**config.mk**
```make
export PLATFORM = sky130hd
export DESIGN_NAME = intr_ctrl
export DESIGN_NICKNAME = d
export VERILOG_FILES = /design/src/rtl/intr_pkg.sv /design/src/rtl/sync_2ff.sv /design/src/rtl/intr_ctrl.sv
export SDC_FILE = /design/constraint.sdc
export NUM_CORES = 1
export LEC_CHECK = 0
export ABC_AREA = 1
export CAP_MARGIN = 0
export CORE_MARGIN = 5
export CORE_UTILIZATION = 25
export CTS_BUF_LIST = sky130_fd_sc_hd__clkbuf_8
export CTS_CLUSTER_DIAMETER = 150
export DETAILED_ROUTE_END_ITERATION = 7
export PLACE_DENSITY_LB_ADDON = 0.25
export SKIP_LAST_GASP = 1
export SLEW_MARGIN = 20
export SYNTH_ARGS = -nofsm -noshare
export SYNTH_HDL_FRONTEND = slang
export SYNTH_SLANG_ARGS = --single-unit
```
**constraint.sdc**
```tcl
create_clock -name clk -period 1.2 [get_ports clk]
set_input_delay 0.3 -clock clk [delete_from_list [all_inputs] [get_ports clk]]
set_output_delay 0.3 -clock clk [all_outputs]
set_load 0.05 [all_outputs]
```
**src/rtl/intr_pkg.sv**
```systemverilog
// intr_pkg: shared types and constants for the machine-mode interrupt controller
package intr_pkg;

    typedef enum logic [1:0] {
        IDLE    = 2'd0,
        DRAIN   = 2'd1,
        TAKE    = 2'd2,
        HANDLER = 2'd3
    } intr_state_e;

    localparam logic [31:0] MCAUSE_MTI = 32'h8000_0007;
    localparam logic [31:0] MCAUSE_MEI = 32'h8000_000B;

    localparam int MIP_MTIP = 0;
    localparam int MIP_MEIP = 1;

endpackage

```
**src/rtl/sync_2ff.sv**
```systemverilog
// sync_2ff: two-flop synchroniser for an asynchronous level input
module sync_2ff (
    input  logic clk,
    input  logic rst,
    input  logic d,
    output logic q
);

    logic meta;

    // shift the asynchronous level through two flops to settle metastability
    always_ff @(posedge clk or posedge rst) begin
        if (rst) {q, meta} <= 2'b00;
        else     {q, meta} <= {meta, d};
    end

endmodule

```
**src/rtl/intr_ctrl.sv**
```systemverilog
// intr_ctrl: machine timer, external IRQ sync and trap sequencing (timer gated by INTR_CTRL_TIMER_EN)
module intr_ctrl #(
    parameter int DRAIN_CYCLES = 2,
    parameter int TMR_W        = 32
) (
    input  logic             clk,
    input  logic             rst,
    input  logic             ext_irq,
    input  logic             mstatus_mie,
    input  logic             mie_mtie,
    input  logic             mie_meie,
    input  logic             tcmp_wr,
    input  logic [TMR_W-1:0] tcmp_wdata,
    input  logic             tmr_clr,
    input  logic             mem_busy,
    input  logic             is_mret,
    output logic             stall_f,
    output logic             flush,
    output logic             t_intr,
    output logic             e_intr,
    output logic [31:0]      mcause,
    output logic [1:0]       mip,
    output logic             in_handler,
    output logic [TMR_W-1:0] mtime
);

    import intr_pkg::*;

    localparam int CW = $clog2(DRAIN_CYCLES + 1);
`ifdef INTR_CTRL_TIMER_EN
    localparam bit TMR_EN = 1'b1;
`else
    localparam bit TMR_EN = 1'b0;
`endif

    intr_state_e   state, state_nx;
    logic [CW-1:0] cnt;
    logic          meip, mtip, ext_req, tmr_req, req, sel_ext;

    sync_2ff u_sync (
        .clk (clk),
        .rst (rst),
        .d   (ext_irq),
        .q   (meip)
    );

`ifdef INTR_CTRL_TIMER_EN
    logic [TMR_W-1:0] mtimecmp;

    // free-running timer; a clear beats the increment
    always_ff @(posedge clk or posedge rst) begin
        if (rst) mtime <= '0;
        else     mtime <= tmr_clr ? '0 : mtime + TMR_W'(1);
    end

    // compare register resets to all-ones so the timer starts quiet
    always_ff @(posedge clk or posedge rst) begin
        if (rst)          mtimecmp <= '1;
        else if (tcmp_wr) mtimecmp <= tcmp_wdata;
    end

    // registered timer-pending level
    always_ff @(posedge clk or posedge rst) begin
        if (rst) mtip <= 1'b0;
        else     mtip <= (mtime >= mtimecmp);
    end
`else
    logic unused_tmr;
    assign unused_tmr = ^{tcmp_wr, tcmp_wdata, tmr_clr};
    assign mtime      = '0;
    assign mtip       = 1'b0;
`endif

    assign ext_req        = meip & mie_meie;
    assign tmr_req        = mtip & mie_mtie;
    assign req            = mstatus_mie & (ext_req | tmr_req);
    assign mip[MIP_MEIP]  = meip;
    assign mip[MIP_MTIP]  = mtip;

    // state register
    always_ff @(posedge clk or posedge rst) begin
        if (rst) state <= IDLE;
        else     state <= state_nx;
    end

    // next state: drain until counter expires and memory is idle, then trap or abort
    always_comb begin
        state_nx = state;
        case (state)
            IDLE:    state_nx = req ? DRAIN : IDLE;
            DRAIN:   state_nx = (cnt == '0 && !mem_busy) ? (req ? TAKE : IDLE) : DRAIN;
            TAKE:    state_nx = HANDLER;
            HANDLER: state_nx = is_mret ? IDLE : HANDLER;
            default: state_nx = IDLE;
        endcase
    end

    // drain counter: loaded on entry, counts down to zero and then waits on mem_busy
    always_ff @(posedge clk or posedge rst) begin
        if (rst)                          cnt <= '0;
        else if (state == IDLE && req)    cnt <= CW'(DRAIN_CYCLES - 1);
        else if (state == DRAIN && cnt != '0) cnt <= cnt - CW'(1);
    end

    // latch the arbitration winner as the trap is committed; external beats timer
    always_ff @(posedge clk or posedge rst) begin
        if (rst) begin
            sel_ext <= 1'b0;
            mcause  <= '0;
        end else if (state == DRAIN && state_nx == TAKE) begin
            sel_ext <= ext_req;
            mcause  <= ext_req ? MCAUSE_MEI : MCAUSE_MTI;
        end
    end

    // outputs decoded from state so reset drops them immediately
    always_comb begin
        stall_f    = (state == DRAIN) || (state == TAKE);
        flush      = (state == TAKE);
        e_intr     = (state == TAKE) && sel_ext;
        t_intr     = TMR_EN && (state == TAKE) && !sel_ext;
        in_handler = (state == HANDLER);
    end

endmodule

```
==> impl.org <==
** Run status
- Run status :: complete, but fails checks
- The final reports fail on setup timing.

** GRT
- The first global-routing pass estimated 2125 um of wire.
- The number of antenna violations at the first check in global routing came to 0.
- Total global routing track utilization :: 5.071%
- Entering global routing, the biggest net connects 10 pins.
- Overflow left after global routing :: 0
- Vias in the first global route :: 525

** Pwr
- Lkg Pwr :: 0.6588 nW
- Maximum ir drop on the vdd rail :: 0.7735 mV
- Cell internal power was estimated by the tool at 0.9357 mW.
- Switching share of total power :: 50.79%
- Areal power density over the cells :: 1578 nW/um^2
- Sequential cell fraction of total power :: 21.5%
- Clock network power share :: 17.6%
- Sw power :: 0.9659 mW
- Combinational Power Share :: 60.9%

** Drt
- Routed wire length :: 1580 um
- In the routed design, unresolved DRC markers number 0.
- For this block, the initial DRC count from the detailed router was 12.
- The routed layout has 596 vias.
- Total iterations of the first detailed-routing run :: 2
- Average wire per cell in the routed design :: 8.144 um
- DR vias/cell :: 3.072
- Post-detailed-route count of antenna-violating nets :: 0

** Clocking
- The clock passes through at most 2 buffers.
- In this run the number of H-tree levels came out at 1.
- CTS placed an instance of clkbuf_8 at the clock tree root.
- Number of hold buffers added after cts :: 0
- The later pin in the worst-skew pair is clocked with a latency of 230 ps.
- Counting the buffers created by CTS gives 3.
- Clock-pin slew was measured on the worst setup and hold paths at 40 ps.
- TritonCTS built the clock tree.
- CTS saw 9 sinks.

** Timing
- Of the available clock period, the critical path in the final layout requires 122.0%.
- Static timing analysis puts the maximum clock frequency at 0.6828 GHz.
- Final setup viols :: 9
- For the finished layout, the period the worst path requires is 1465 ps.
- The hold violation total from the final report was 0.
- Unrepaired setup endpoints after global routing :: yes
- The tightest hold path in the finished design has a slack of 335.4 ps.
- Setup slack on the critical path of the routed design comes to -264.5 ps.
- Final number of max-transition violations :: 0
- Worst clock skew :: 3.286 ps

** Placement
- Worst slack after detailed placement :: -291.6 ps
- Detailed placement finished with a half-perimeter wire length of 1403 um.
- During placement, the flow inserted port buffers numbering 16.
- RD Place Congestion :: 0.7338

** Synth
- Yosys Warn Count :: 0
- Synthesis instantiated 14 different standard cells from the library.
- Gate count of the mapped netlist :: 124
- Sequential elements use 23.05% of the synthesized area.
- Post-Synthesis Cell Area :: 977.2 um^2
- After synthesis the netlist holds a flip-flop and latch count of 9.
- Synthesized area per cell :: 7.881 um^2

** Critical path
- Startpoint of the most critical setup path :: state[0]
- In this run the critical register-to-register path is launched from state[1].
- Critical R2R Capture :: cnt[1]
- Worst-path maximum fanout :: 3
- Category of the most critical setup path :: flop to output pin
- Element type at the critical path start :: flop
- Critical path capture point type :: output pin
- Measured in cells, the most critical reg-to-reg path has a length of 7.
- For the worst setup path, the data arrival time is 1160 ps.
- Reg2reg setup slack :: -140 ps
- STA puts the critical path data required time at 900 ps.

** Layout
- After the last flow step, the layout net total stands at 195.
- The number of antenna diodes in the final layout is 0.
- At the end of the flow the core is filled with cells to 32.42%.
- Area growth from synthesis to final layout :: 23.30%
- Layout cells sized above 1 :: 27.40%
- Filler cells :: 400

** Worst hold path
- Type of the worst min-delay path :: input pin to asynchronous set/reset pin

** Floorplanning
- Die area :: 5259 um^2
- In this run the vertical extent of the chip is 72.52 um.
- Site row count :: 22
- Die span in x :: 72.52 um
- The initial utilization of the core area, before any placement, comes to 26.30%.
- 113 I/O pins were placed.
- The total area inside the core boundary comes to 3716 um^2.

** Flow run
- Number of max-cap violations :: 0
-- worst max path at each step --
| stage | endpoint |
|---|---|
| floorplan | e_intr |
| global placement | mcause[2] |
| detailed placement | mcause[2] |
| CTS | e_intr |
| global route | e_intr |
| finish | e_intr |
-- stage by stage --
step	cells	power (mW)	TNS (ps)	area, um^2
floorplan	184	1.374	-433.8	1227
global placement	188	1.462	-1200	1097
detailed placement	188	1.488	-1480	1097
CTS	194	1.861	-1940	1180
global route	194	2.019	-2285	1205
finish	194	1.902	-1565	1205
-- cells in the final DEF (no fill, tap or decap) --
master,count
inv_1,12
or2_0,1
ha_2,1
nand2_4,1
o21ai_0,1
clkdlybuf4s50_1,6
ha_4,2
a21oi_2,2
or2_4,1
ha_1,3
nor2_1,2
buf_4,5
buf_6,2
nor2_2,2
nand2_1,8
clkinvlp_4,1
dfrtp_1,7
clkbuf_8,3
nand3_2,1
nand3_1,3
o21ai_1,1
buf_12,10
inv_2,4
inv_4,1
nand2_2,1
dfrtp_2,2
conb_1,61
o21ai_2,1
nand4_1,1
-- per-layer routing --
layer  track usage [%]  up-vias  wire length (um)
li1                  -      288                 -
met1             4.988      258               460
met2             9.319       46               834
met3             1.524        4               255
met4             2.869        0                30
met5                 0        -                 0
-- sequential cells by signal, indices dropped and copies added, names as in the netlist --
register and cells:
mcause 3, cnt 2, state 2, u_sync.meta 1
u_sync.q 1
-- cell families after synthesis --
logic type      Yosys count  synth area share, %
fa+ha+maj                 6                7.682
simple gates             21                9.861
compound gates            5                2.560
flops                     9                23.05
buf+inv                  82                56.47
other cells               1               0.3838
-- worst max-delay path: stages, from the launching register on --
cell and delay, ps:
dfrtp_1 380, inv_2 90, ha_4 170, nand2_4 60, clkinvlp_4 90, buf_12 150
-- cells in the mapped netlist, drive strengths merged --
cell / instances / area, um^2
a21oi: 2 / 10.01
buf: 65 / 488.0
conb: 1 / 3.750
dfrtp: 9 / 225.2
ha: 6 / 75.07
inv: 17 / 63.81
nand2: 10 / 37.54
nand3: 4 / 20.02
nand4: 1 / 6.260
nor2: 4 / 17.52
o21ai: 3 / 15.01
or2: 2 / 15.02
-- cell type report --
| type | instances | area, um^2 | area share (%) |
|---|---|---|---|
| multi-input cells | 93 | 481.7 | 39.98 |
| inverters | 17 | 70.07 | 5.815 |
| clock inverters | 1 | 3.754 | 0.3115 |
| well taps | 48 | 60.06 | 4.984 |
| clock buffers | 3 | 41.29 | 3.427 |
| flip-flops and latches | 9 | 227.7 | 18.90 |
| repair buffers | 23 | 320.3 | 26.58 |
-- timing repair --
item                       4_1_cts  5_1_grt
resized for setup                5       13
pin swaps                        3        6
setup endpoints to repair       10       12
buffers inserted                 2        0
hold endpoints to repair         0        0
-- power groups by stage --
stage	Sequential (mW)	Combinational, mW	Clock, mW
floorplan	0.440	0.934	0
global placement	0.412	1.05	0
detailed placement	0.414	1.07	0
CTS	0.408	1.11	0.345
global route	0.416	1.24	0.362
finish	0.410	1.16	0.334
No activity file was read; power rests on OpenSTA's default activity.
